===== src/rtl/mem_port_arbiter_pkg.sv =====
// Shared types for the IFU/LSU memory port arbiter: FSM encoding, requester IDs, request/response records.
// Record widths are the widest the arbiter supports; the top narrows them to its own parameters.
package mem_port_arbiter_pkg;

  localparam int MPA_ADDR_W = 32;
  localparam int MPA_DATA_W = 32;
  localparam int MPA_STRB_W = MPA_DATA_W / 8;

  localparam logic [1:0] ST_IDLE  = 2'd0;
  localparam logic [1:0] ST_ISSUE = 2'd1;
  localparam logic [1:0] ST_WAIT  = 2'd2;

  localparam logic REQ_IFU = 1'b0;
  localparam logic REQ_LSU = 1'b1;

  typedef struct packed {
    logic                  wr;
    logic [MPA_ADDR_W-1:0] addr;
    logic [MPA_DATA_W-1:0] wdata;
    logic [MPA_STRB_W-1:0] wstrb;
  } req_t;

  typedef struct packed {
    logic [MPA_DATA_W-1:0] rdata;
    logic                  err;
  } resp_t;

endpackage


===== src/rtl/mem_port_arbiter_if.sv =====
// Requester and bus-side signals of the memory port arbiter.
// master: the requesters plus the bus bridge; slave: the arbiter itself.
interface mem_port_arbiter_if #(
  parameter int ADDR_W = 32,
  parameter int DATA_W = 32
);
  localparam int STRB_W = DATA_W / 8;

  logic              ifu_req_valid;
  logic              ifu_req_ready;
  logic [ADDR_W-1:0] ifu_req_addr;
  logic              ifu_resp_valid;
  logic [DATA_W-1:0] ifu_resp_rdata;
  logic              ifu_resp_err;

  logic              lsu_req_valid;
  logic              lsu_req_ready;
  logic              lsu_req_wr;
  logic [ADDR_W-1:0] lsu_req_addr;
  logic [DATA_W-1:0] lsu_req_wdata;
  logic [STRB_W-1:0] lsu_req_wstrb;
  logic              lsu_resp_valid;
  logic [DATA_W-1:0] lsu_resp_rdata;
  logic              lsu_resp_err;

  logic              bus_req_valid;
  logic              bus_req_ready;
  logic              bus_req_wr;
  logic [ADDR_W-1:0] bus_req_addr;
  logic [DATA_W-1:0] bus_req_wdata;
  logic [STRB_W-1:0] bus_req_wstrb;
  logic              bus_resp_valid;
  logic [DATA_W-1:0] bus_resp_rdata;

  modport master (
    output ifu_req_valid, ifu_req_addr,
    input  ifu_req_ready, ifu_resp_valid, ifu_resp_rdata, ifu_resp_err,
    output lsu_req_valid, lsu_req_wr, lsu_req_addr, lsu_req_wdata, lsu_req_wstrb,
    input  lsu_req_ready, lsu_resp_valid, lsu_resp_rdata, lsu_resp_err,
    input  bus_req_valid, bus_req_wr, bus_req_addr, bus_req_wdata, bus_req_wstrb,
    output bus_req_ready, bus_resp_valid, bus_resp_rdata
  );

  modport slave (
    input  ifu_req_valid, ifu_req_addr,
    output ifu_req_ready, ifu_resp_valid, ifu_resp_rdata, ifu_resp_err,
    input  lsu_req_valid, lsu_req_wr, lsu_req_addr, lsu_req_wdata, lsu_req_wstrb,
    output lsu_req_ready, lsu_resp_valid, lsu_resp_rdata, lsu_resp_err,
    output bus_req_valid, bus_req_wr, bus_req_addr, bus_req_wdata, bus_req_wstrb,
    input  bus_req_ready, bus_resp_valid, bus_resp_rdata
  );

endinterface


===== src/rtl/mem_port_arbiter_rr_arbiter2.sv =====
// Two-way round-robin grant, purely combinational (zero latency, no backpressure of its own).
// A lone request wins outright; on a tie the requester that did not win last time is granted.
module rr_arbiter2 (
  input  logic [1:0] valid,
  input  logic       last_grant,
  output logic [1:0] grant
);

  always_comb begin
    grant = valid;
    if (&valid) begin
      grant = last_grant ? 2'b01 : 2'b10;
    end
  end

endmodule


===== src/rtl/mem_port_arbiter.sv =====
// Shares one variable-latency bus between IFU and LSU, one transaction at a time; best round trip 3 cycles.
// Requesters see ready only in IDLE; the bus request is held until bus_req_ready, WAIT ends on response or timeout.
module mem_port_arbiter
  import mem_port_arbiter_pkg::*;
#(
  parameter int ADDR_W  = MPA_ADDR_W,
  parameter int DATA_W  = MPA_DATA_W,
  parameter int TIMEOUT = 255
) (
  input logic              clock,
  input logic              reset,
  mem_port_arbiter_if.slave mp
);

  localparam int STRB_W = DATA_W / 8;
  localparam int CNT_W  = (TIMEOUT > 1) ? $clog2(TIMEOUT) : 1;

  logic [1:0]       state_q;
  logic             last_grant_q;
  logic             owner_q;
  logic [CNT_W-1:0] cnt_q;
  req_t             req_q;
  resp_t            ifu_resp_q;
  resp_t            lsu_resp_q;
  logic             ifu_resp_vld_q;
  logic             lsu_resp_vld_q;

  logic [1:0] req_vld;
  logic [1:0] grant;
  logic       accept;
  logic       timeout_hit;
  logic       wait_done;
  req_t       new_req;
  resp_t      wait_resp;

  assign req_vld = {mp.lsu_req_valid, mp.ifu_req_valid};

  rr_arbiter2 u_rr_arbiter2 (
    .valid      (req_vld),
    .last_grant (last_grant_q),
    .grant      (grant)
  );

  // Ready is masked by reset so nothing looks accepted while the block is held in reset.
  assign accept           = reset && (state_q == ST_IDLE) && (|req_vld);
  assign mp.ifu_req_ready = accept && grant[REQ_IFU];
  assign mp.lsu_req_ready = accept && grant[REQ_LSU];

  always_comb begin
    new_req = '0;
    if (grant[REQ_LSU]) begin
      new_req.wr    = mp.lsu_req_wr;
      new_req.addr  = MPA_ADDR_W'(mp.lsu_req_addr);
      new_req.wdata = MPA_DATA_W'(mp.lsu_req_wdata);
      new_req.wstrb = MPA_STRB_W'(mp.lsu_req_wstrb);
    end else begin
      new_req.addr  = MPA_ADDR_W'(mp.ifu_req_addr);
    end
  end

  assign timeout_hit = (TIMEOUT != 0) && (cnt_q == CNT_W'(TIMEOUT - 1));
  assign wait_done   = mp.bus_resp_valid || timeout_hit;

  always_comb begin
    wait_resp = '0;
    if (mp.bus_resp_valid) begin
      wait_resp.rdata = MPA_DATA_W'(mp.bus_resp_rdata);
    end else begin
      wait_resp.err   = 1'b1;
    end
  end

  always_ff @(posedge clock) begin
    if (!reset) begin
      state_q        <= ST_IDLE;
      last_grant_q   <= REQ_IFU;
      owner_q        <= REQ_IFU;
      cnt_q          <= '0;
      req_q          <= '0;
      ifu_resp_q     <= '0;
      lsu_resp_q     <= '0;
      ifu_resp_vld_q <= 1'b0;
      lsu_resp_vld_q <= 1'b0;
    end else begin
      ifu_resp_vld_q <= 1'b0;
      lsu_resp_vld_q <= 1'b0;
      case (state_q)
        ST_IDLE: begin
          if (|req_vld) begin
            req_q        <= new_req;
            owner_q      <= grant[REQ_LSU] ? REQ_LSU : REQ_IFU;
            last_grant_q <= grant[REQ_LSU] ? REQ_LSU : REQ_IFU;
            state_q      <= ST_ISSUE;
          end
        end
        ST_ISSUE: begin
          if (mp.bus_req_ready) begin
            cnt_q   <= '0;
            state_q <= ST_WAIT;
          end
        end
        ST_WAIT: begin
          cnt_q <= cnt_q + 1'b1;
          if (wait_done) begin
            state_q <= ST_IDLE;
            if (owner_q == REQ_LSU) begin
              lsu_resp_q     <= wait_resp;
              lsu_resp_vld_q <= 1'b1;
            end else begin
              ifu_resp_q     <= wait_resp;
              ifu_resp_vld_q <= 1'b1;
            end
          end
        end
        default: state_q <= ST_IDLE;
      endcase
    end
  end

  assign mp.bus_req_valid  = (state_q == ST_ISSUE);
  assign mp.bus_req_wr     = req_q.wr;
  assign mp.bus_req_addr   = ADDR_W'(req_q.addr);
  assign mp.bus_req_wdata  = DATA_W'(req_q.wdata);
  assign mp.bus_req_wstrb  = STRB_W'(req_q.wstrb);

  assign mp.ifu_resp_valid = ifu_resp_vld_q;
  assign mp.ifu_resp_rdata = DATA_W'(ifu_resp_q.rdata);
  assign mp.ifu_resp_err   = ifu_resp_q.err;
  assign mp.lsu_resp_valid = lsu_resp_vld_q;
  assign mp.lsu_resp_rdata = DATA_W'(lsu_resp_q.rdata);
  assign mp.lsu_resp_err   = lsu_resp_q.err;

endmodule


===== src/flat_wrapper.sv =====
// flat-port wrapper written by rule: the top's interface ports become plain ports
module mem_port_arbiter_flat import mem_port_arbiter_pkg::*;
#(
  parameter int ADDR_W  = MPA_ADDR_W,
  parameter int DATA_W  = MPA_DATA_W,
  parameter int TIMEOUT = 255
)
  (clock, reset, mp_ifu_req_valid, mp_ifu_req_addr, mp_ifu_req_ready, mp_ifu_resp_valid, mp_ifu_resp_rdata, mp_ifu_resp_err, mp_lsu_req_valid, mp_lsu_req_wr, mp_lsu_req_addr, mp_lsu_req_wdata, mp_lsu_req_wstrb, mp_lsu_req_ready, mp_lsu_resp_valid, mp_lsu_resp_rdata, mp_lsu_resp_err, mp_bus_req_valid, mp_bus_req_wr, mp_bus_req_addr, mp_bus_req_wdata, mp_bus_req_wstrb, mp_bus_req_ready, mp_bus_resp_valid, mp_bus_resp_rdata);
  mem_port_arbiter_if #(.ADDR_W(ADDR_W), .DATA_W(DATA_W)) mp_i ();
  input logic clock;
  input logic reset;
  input wire logic [$bits(mp_i.ifu_req_valid)-1:0] mp_ifu_req_valid;
  input wire logic [$bits(mp_i.ifu_req_addr)-1:0] mp_ifu_req_addr;
  output wire logic [$bits(mp_i.ifu_req_ready)-1:0] mp_ifu_req_ready;
  output wire logic [$bits(mp_i.ifu_resp_valid)-1:0] mp_ifu_resp_valid;
  output wire logic [$bits(mp_i.ifu_resp_rdata)-1:0] mp_ifu_resp_rdata;
  output wire logic [$bits(mp_i.ifu_resp_err)-1:0] mp_ifu_resp_err;
  input wire logic [$bits(mp_i.lsu_req_valid)-1:0] mp_lsu_req_valid;
  input wire logic [$bits(mp_i.lsu_req_wr)-1:0] mp_lsu_req_wr;
  input wire logic [$bits(mp_i.lsu_req_addr)-1:0] mp_lsu_req_addr;
  input wire logic [$bits(mp_i.lsu_req_wdata)-1:0] mp_lsu_req_wdata;
  input wire logic [$bits(mp_i.lsu_req_wstrb)-1:0] mp_lsu_req_wstrb;
  output wire logic [$bits(mp_i.lsu_req_ready)-1:0] mp_lsu_req_ready;
  output wire logic [$bits(mp_i.lsu_resp_valid)-1:0] mp_lsu_resp_valid;
  output wire logic [$bits(mp_i.lsu_resp_rdata)-1:0] mp_lsu_resp_rdata;
  output wire logic [$bits(mp_i.lsu_resp_err)-1:0] mp_lsu_resp_err;
  output wire logic [$bits(mp_i.bus_req_valid)-1:0] mp_bus_req_valid;
  output wire logic [$bits(mp_i.bus_req_wr)-1:0] mp_bus_req_wr;
  output wire logic [$bits(mp_i.bus_req_addr)-1:0] mp_bus_req_addr;
  output wire logic [$bits(mp_i.bus_req_wdata)-1:0] mp_bus_req_wdata;
  output wire logic [$bits(mp_i.bus_req_wstrb)-1:0] mp_bus_req_wstrb;
  input wire logic [$bits(mp_i.bus_req_ready)-1:0] mp_bus_req_ready;
  input wire logic [$bits(mp_i.bus_resp_valid)-1:0] mp_bus_resp_valid;
  input wire logic [$bits(mp_i.bus_resp_rdata)-1:0] mp_bus_resp_rdata;
  assign mp_i.ifu_req_valid = mp_ifu_req_valid;
  assign mp_i.ifu_req_addr = mp_ifu_req_addr;
  assign mp_ifu_req_ready = mp_i.ifu_req_ready;
  assign mp_ifu_resp_valid = mp_i.ifu_resp_valid;
  assign mp_ifu_resp_rdata = mp_i.ifu_resp_rdata;
  assign mp_ifu_resp_err = mp_i.ifu_resp_err;
  assign mp_i.lsu_req_valid = mp_lsu_req_valid;
  assign mp_i.lsu_req_wr = mp_lsu_req_wr;
  assign mp_i.lsu_req_addr = mp_lsu_req_addr;
  assign mp_i.lsu_req_wdata = mp_lsu_req_wdata;
  assign mp_i.lsu_req_wstrb = mp_lsu_req_wstrb;
  assign mp_lsu_req_ready = mp_i.lsu_req_ready;
  assign mp_lsu_resp_valid = mp_i.lsu_resp_valid;
  assign mp_lsu_resp_rdata = mp_i.lsu_resp_rdata;
  assign mp_lsu_resp_err = mp_i.lsu_resp_err;
  assign mp_bus_req_valid = mp_i.bus_req_valid;
  assign mp_bus_req_wr = mp_i.bus_req_wr;
  assign mp_bus_req_addr = mp_i.bus_req_addr;
  assign mp_bus_req_wdata = mp_i.bus_req_wdata;
  assign mp_bus_req_wstrb = mp_i.bus_req_wstrb;
  assign mp_i.bus_req_ready = mp_bus_req_ready;
  assign mp_i.bus_resp_valid = mp_bus_resp_valid;
  assign mp_i.bus_resp_rdata = mp_bus_resp_rdata;
  mem_port_arbiter #(.ADDR_W(ADDR_W), .DATA_W(DATA_W), .TIMEOUT(TIMEOUT)) u_core (.clock(clock), .reset(reset), .mp(mp_i));
endmodule

===== config.mk =====
export PLATFORM = sky130hd
export DESIGN_NAME = mem_port_arbiter_flat
export DESIGN_NICKNAME = d
export VERILOG_FILES = /design/src/rtl/mem_port_arbiter_pkg.sv /design/src/rtl/mem_port_arbiter_if.sv /design/src/rtl/mem_port_arbiter_rr_arbiter2.sv /design/src/rtl/mem_port_arbiter.sv /design/src/flat_wrapper.sv
export SDC_FILE = /design/constraint.sdc
export NUM_CORES = 1
export LEC_CHECK = 0
export CORE_UTILIZATION = 30
export DETAILED_ROUTE_END_ITERATION = 16
export PLACE_DENSITY_LB_ADDON = 0.3
export SLEW_MARGIN = 25
export SYNTH_ARGS = -nofsm -noshare
export SYNTH_HDL_FRONTEND = slang
export SYNTH_HIERARCHICAL = 1
export SYNTH_SLANG_ARGS = --single-unit

===== constraint.sdc =====
create_clock -name clock -period 1.9 [get_ports clock]
set_clock_uncertainty 0.2 [all_clocks]
set_input_delay 0.38 -clock clock [delete_from_list [all_inputs] [get_ports clock]]
set_output_delay 0.38 -clock clock [all_outputs]
set_load 0.05 [all_outputs]

==> run summary, run 1 <==
Nets - 1126
Slew @ Worst Pin - 410 ps
Critical path class - flip-flop to primary output
Reg2reg end - u_core/mp.bus_req_addr[17]
Crit path launch type - flip-flop
GPL Wtd Cong - 0.754
Dpl cells - 1233
Crit path time final - 2020 ps
Synth area leader - dfxtp_1
Crit. Startpoint - u_core/state_q[0]
#FFs+latches synth - 148
Layout cell share with drive strength beyond 1 - 22.7%
Worst R2R Setup Slack - 160 ps
Crit path max-delay family - simple AND/OR/NAND/NOR gates
Synth Flop Type - dfxtp_1
Design Power - 8.54 mW
Cell count along the critical path - 4
Fmax - 0.496 GHz
Die width - 148 um
Vias per inst - 5.17
Final critical-path share of the clock period - 106%
Max-cap viol count - 0
Hold Buf Count CTS - 0
GRT overflow - 0
CP required - 1320 ps
Total CTS buffers - 17
Static Leak - 4.48 nW
First-pass GRT wire length - 33200 um
Sequential share of the synthesized area - 46.6%
Top-area cell type share of the netlist area - 46.6%
Largest cells by area after synthesis - dfxtp_1 47%, a21o_1 7.6%, o22ai_1 6.3%, a21oi_1 6.1%, nand2_1 6.0%
# setup viols final - 2
Final slew viol count - 0
Remaining DRCs - 0
Synth unique cells - 46
Worst path cell trace - or2_4 -> nor2_4 -> and3_4 -> buf_12
Chip height - 148 um
DRT antenna net count - 0
CTS clk-pin slew, worst paths - 70 ps
CTS root buf - clkbuf_16
Maximum vdd drop - 0.000551 V
EDFF count, synth - 0
Mean Syn Cell Area - 8.74 um2
Number of global-route vias before repair - 6298
DRT iter0 DRCs - 324
Crit-path max FO - 3
Total wire length - 21200 um
Max incr delay on CP - 310 ps
Top-Level Pins - 279
Initial Util - 31.0%
Clock sinks - 148
Failing checks - setup timing
Antenna diodes - 0
WP buf/inv - 1
Type of the worst min-delay path - input pin to flip-flop
Slew headroom - 72.7%
Core area - 20500 um2
Synth-to-layout area growth - 56.3%
Cell area after synthesis - 6350 um2
Worst Setup EP - mp_lsu_req_ready
Final Hold Fails - 0
Per-cell routed wire length - 16.7 um
Yosys warning count - 6
Global Route Usage Sum - 19.2%
FILL cells - 1960
Worst-Skew Late Latency - 410 ps
Fin cells - 1268
Detailed placement HPWL - 14500 um
H-Tree Depth - 4
Clock Path Buffers - 2
DRT Pass-1 Iters - 4
Largest net degree at the start of global routing - 71
CP Capture Type - primary output
Status - finished with violations
Pwr/cell area - 860 nW/um2
Die area - 21800 um2
Worst setup margin - -117 ps
CTS tree - built
Setup TNS - -234 ps
# port buffers - 278
Reg2Reg Depth - 6
Syn Nets - 868
Initial antenna violation count - 0
Row Count - 52
Async SR Flop Fraction - 0%
Crit path DAT - 1440 ps
R2r startpoint - u_core/state_q[0]
RSZ-0062 raised after global routing - true
CP max stage cell - dfxtp_1
Cells after synthesis - 727
Total number of vias - 6551
## state kept, by name, summed over array words and instances, names as in the netlist
signal,count
u_core/mp.bus_req_addr,32
u_core/mp.bus_req_wdata,32
u_core/mp.ifu_resp_rdata,32
u_core/mp.lsu_resp_rdata,32
u_core/cnt_q,8
u_core/mp.bus_req_wstrb,4
u_core/state_q,2
u_core/mp.bus_req_wr,1
u_core/mp.ifu_resp_err,1
u_core/mp.ifu_resp_valid,1
u_core/mp.lsu_resp_err,1
u_core/mp.lsu_resp_valid,1
u_core/owner_q,1
## cell usage after synthesis, drive strengths merged, types with 2 or more instances
cell,instances
inv,5
nand3,4
o21ba,2
a21oi,77
ha,2
o22ai,64
nand4b,2
a21boi,2
o21a,3
a21o,64
nand3b,2
dfxtp,148
a32o,2
nand2b,2
a211oi,32
or2,2
buf,26
and3,3
nor2b,3
o211ai,3
nand4,38
clkbuf,51
mux2i,32
o21ai,38
nand2,101
nor2,4
or3,3
## how the worst min path moves through the flow
stage	endpoint	startpoint	slack, ps	cells after the start
after CTS	u_core/state_q[0]	reset	140	2
after global placement	u_core/mp.bus_req_wdata[12]	u_core/mp.bus_req_wdata[12]	260	2
after detailed placement	u_core/mp.bus_req_wdata[29]	u_core/mp.bus_req_wdata[29]	260	2
final	u_core/state_q[0]	reset	160	2
after floorplan	u_core/cnt_q[6]	u_core/cnt_q[6]	270	2
after global routing	u_core/state_q[0]	reset	150	2
## power by group
group	total (mW)	switching [mW]	internal, mW
Sequential	3.37	0.101	3.27
Clock	3.22	1.49	1.73
Combinational	1.95	1.18	0.774
Total	8.54	2.77	5.77
## timing repair
| action | 4_1_cts | 5_1_grt |
|---|---|---|
| buffers inserted | 2 | 1 |
| pin swaps | 2 | 0 |
| gates resized for setup | 7 | 1 |
| hold endpoints to repair | 0 | 0 |
| endpoints found under the setup margin | 3 | 3 |
## cells in the final DEF, fill, tap and decap left out, drive strengths merged, types with 38 or more instances in the layout
cell type,count
clkdlybuf4s50,135
buf,179
nand4,38
nand2,101
o21ai,38
dfxtp,148
a21o,64
a21oi,77
o22ai,64
## stage by stage
| stage | setup slack [ps] | instance area [um2] | utilization, % | hold slack [ps] |
|---|---|---|---|---|
| finish | -117 | 9930 | 48.5 | 163 |
| global placement | -180 | 9330 | 45.5 | 257 |
| floorplan | 5.43 | 6370 | - | 273 |
| global route | -160 | 9930 | 48.5 | 155 |
| CTS | -146 | 9920 | 48.4 | 141 |
| detailed placement | -229 | 9330 | 45.5 | 265 |
## area by class of cell
| type | count | area (um2) | share of cell area (%) |
|---|---|---|---|
| Multi-Input combinational cell | 496 | 3070 | 30.9 |
| Clock inverter | 15 | 138 | 1.39 |
| Clock buffer | 17 | 425 | 4.28 |
| Tap cell | 270 | 338 | 3.40 |
| Sequential cell | 148 | 2970 | 29.9 |
| Timing Repair Buffer | 316 | 2970 | 29.9 |
| Inverter | 6 | 22.5 | 0.227 |
## routing by layer
layer	vias up	global-route usage [%]	share of wire (%)
li1	3205	-	-
met1	3065	23.5	43
met2	264	31.3	46
met3	17	6.94	9.5
met4	0	5.93	1.2
met5	-	0	0
## kinds of logic after synthesis
kind of cell / after synthesis / synth area share (%)
compound gates: 293 / 29.1
mux: 32 / 5.04
simple gates: 169 / 12.9
fa+ha+maj: 2 / 0.394
buf+inv: 83 / 5.93
flops: 148 / 46.6
Note: power is estimated with default switching activity, not from simulation.
==> run 2, diff against run 1 <==
Settings changed: SYNTH_HIERARCHICAL 1 to unset.
Clock period 1.9 ns to 2.45 ns, I/O delays scaled along.
==> run 2 against run 1 <==
The flow now finishes without violations. Synthesized area shrank 5.1%. Flip-flop and latch count unchanged. Cell area decreased by 3.1%. Count of clock-buffer cells in the layout unchanged. Wire length is 10% lower. First-iteration DRC count is 0.93% lower. Power shrank 23%.
==> run summary, run 2 <==
Most frequent cells in the layout - 273 x clkdlybuf4s50_1, 148 x dfxtp_1, 101 x nand2_1
CP required - 1760 ps (+440 ps)
Detailed placement HPWL - 12800 um (-12%)
Post-CTS setup buffers - 0 (-2)
Row Count - 51 (-1.9%)
Hold Buf Count CTS - 0 (unchanged)
Global Route Usage Sum - 17.9% (-1.3 points)
RSZ-0062 raised after global routing - false
Top-Level Pins - 279 (unchanged)
Mean Syn Cell Area - 9.50 um2 (+8.6%)
Crit path DAT - 1620 ps (+180 ps)
Register area - 2960 um2 (-0.13%)
Top-area cell type share of the netlist area - 49.1% (+2.5 points)
# resized after CTS - 0 (-7)
Cell area after synthesis - 6030 um2 (-5.1%)
Layout Utilization - 49.1% (+0.67 points)
Pwr/cell area - 679 nW/um2 (-21%)
Met3 Resource Use GR - 4.30% (-2.6 points)
Die width - 144 um (-2.5%)
CTS clk-pin slew, worst paths - 70 ps (about the same)
Initial Util - 30.8% (-0.22 points)
Number of global-route vias before repair - 5426 (-14%)
WHS - 227 ps (+63.4 ps)
Total number of vias - 5767 (-12%)
Layout cell share with drive strength beyond 1 - 7.31% (-15 points)
H-Tree Depth - 4 (unchanged)
# setup viols final - 0 (-2)
Grt met2 use - 29.2% (-2.1 points)
Antenna diodes - 0 (unchanged)
Largest cells by area after synthesis - dfxtp_1 49%, a21o_1 8.1%, o22ai_1 6.6%, nand2_1 6.3%, a22o_1 5.4%
CP max stage cell - clkdlybuf4s50_1
Commonest non-fill, non-tap cell in the layout - clkdlybuf4s50_1
Per-cell routed wire length - 16.3 um (-2.7%)
Worst-Skew Late Latency - 420 ps (about the same)
Die area - 20700 um2 (-5.0%)
Remaining DRCs - 0 (unchanged)
Total wire length - 19000 um (-10%)
Largest net degree at the start of global routing - 57 (-20%)
GRT overflow - 0 (unchanged)
First-pass GRT wire length - 28800 um (-13%)
Crit path time final - 2310 ps
Max incr delay on CP - 850 ps (+540 ps)
Most Used Layer, Global Route - met2
Final slew viol count - 0 (unchanged)
CP Capture Type - primary output
Synth cell count leaders - 148 x dfxtp_1, 101 x nand2_1, 65 x a21o_1
Design Power - 6.54 mW (-23%)
Yosys warning count - 0 (-6)
Type of the worst min-delay path - input pin to flip-flop
Slew @ Worst Pin - 566 ps (+156 ps)
Synth-to-layout area growth - 59.6%
Sequential share of the synthesized area - 49.1% (+2.5 points)
Global-route met1 utilization - 22.8% (-0.71 points)
Final critical-path share of the clock period - 94.4%
FILL cells - 1838 (-6.2%)
#FFs+latches synth - 148 (unchanged)
CTS tree - built
DRT iter0 DRCs - 321 (-0.93%)
Synth area leader - dfxtp_1
Cells after synthesis - 635 (-13%)
Max-cap viol count - 0 (unchanged)
Crit path launch type - flip-flop
Maximum vdd drop - 0.000354 V (-36%)
# port buffers - 278 (unchanged)
Crit-path max FO - 3 (unchanged)
Core area - 19600 um2 (-4.4%)
WP buf/inv - 1 (unchanged)
Setup TNS - 0 ps (+234 ps)
Synth Flop Type - dfxtp_1
Slew headroom - 62.1% (-11 points)
Fmax - 0.432 GHz
Vias per inst - 4.94 (-4.4%)
CTS root buf - clkbuf_16
Initial antenna violation count - 0 (unchanged)
Status - complete, no violations
Crit path max-delay family - buffers and inverters
DRT Pass-1 Iters - 4 (unchanged)
Clock Path Buffers - 2 (unchanged)
Syn Nets - 776 (-11%)
Worst path cell trace - clkdlybuf4s50_1
Final Hold Fails - 0 (unchanged)
EDFF count, synth - 0 (unchanged)
Synth unique cells - 45 (-2.2%)
Static Leak - 4.10 nW (-8.6%)
DRT antenna net count - 0 (unchanged)
Async SR Flop Fraction - 0% (unchanged)
Critical path class - flip-flop to primary output
Chip height - 144 um (-2.5%)
Multi-input gate area in the final layout - 2750 um2 (-10%)
Nets - 1031 (-8.4%)
Total CTS buffers - 17 (unchanged)
Count leader, synth - dfxtp_1
GPL Wtd Cong - 0.780 (+3.4%)
Clock sinks - 148 (unchanged)
run 2: cells by family (layout without fill, tap and decap cells):
family | Yosys count | after routing | share of synthesized area [%]
simple gates | 128 | 128 | 9.44
mux | 32 | 32 | 5.31
flops | 148 | 148 | 49.1
fa+ha+maj | 2 | 2 | 0.415
compound gates | 256 | 256 | 30.0
buf+inv | 69 | 337 | 5.68
run 2: through the flow:
| stage | cells | instance area [um2] | setup slack [ps] |
|---|---|---|---|
| 5_1_grt | 1168 | 9620 | 71.4 |
| 6_report | 1168 | 9620 | 136 |
| 3_3_place_gp | 1136 | 9080 | 149 |
| 2_1_floorplan | 635 | 6030 | 283 |
| 4_1_cts | 1168 | 9620 | 108 |
| 3_5_place_dp | 1136 | 9080 | 144 |
run 2: metal layers:
layer	share of wire, %	vias up
met5	0	-
met4	1.5	0
met3	5.2	20
met2	49	167
met1	45	2715
li1	-	2865
run 2: final timing paths:
check	startpoint	end	slack [ps]	depth (start not counted)
hold reg to reg	u_core.mp.bus_req_wdata[24]	u_core.mp.bus_req_wdata[24]	270	1
setup / recovery	u_core.mp.ifu_resp_rdata[20]	mp_ifu_resp_rdata[20]	140	1
hold / removal	reset	u_core.state_q[0]	230	2
setup reg to reg	u_core.cnt_q[3]	u_core.mp.ifu_resp_rdata[17]	520	4
run 2: where the power goes:
part | total (mW) | leakage (nW) | internal, mW | switching, mW
logic | 1.46 | 2.62 | 0.607 | 0.857
clock network | 2.44 | 0.265 | 1.32 | 1.12
registers | 2.63 | 1.21 | 2.54 | 0.0890
run 2: area by class of cell:
| class | count | area share, % |
|---|---|---|
| Timing Repair Buffer | 299 | 31.3 |
| Tap cell | 265 | 3.45 |
| Sequential cell | 148 | 30.8 |
| Multi-Input combinational cell | 418 | 28.5 |
| Clock inverter | 15 | 1.26 |
| Clock buffer | 17 | 4.42 |
| Inverter | 6 | 0.234 |
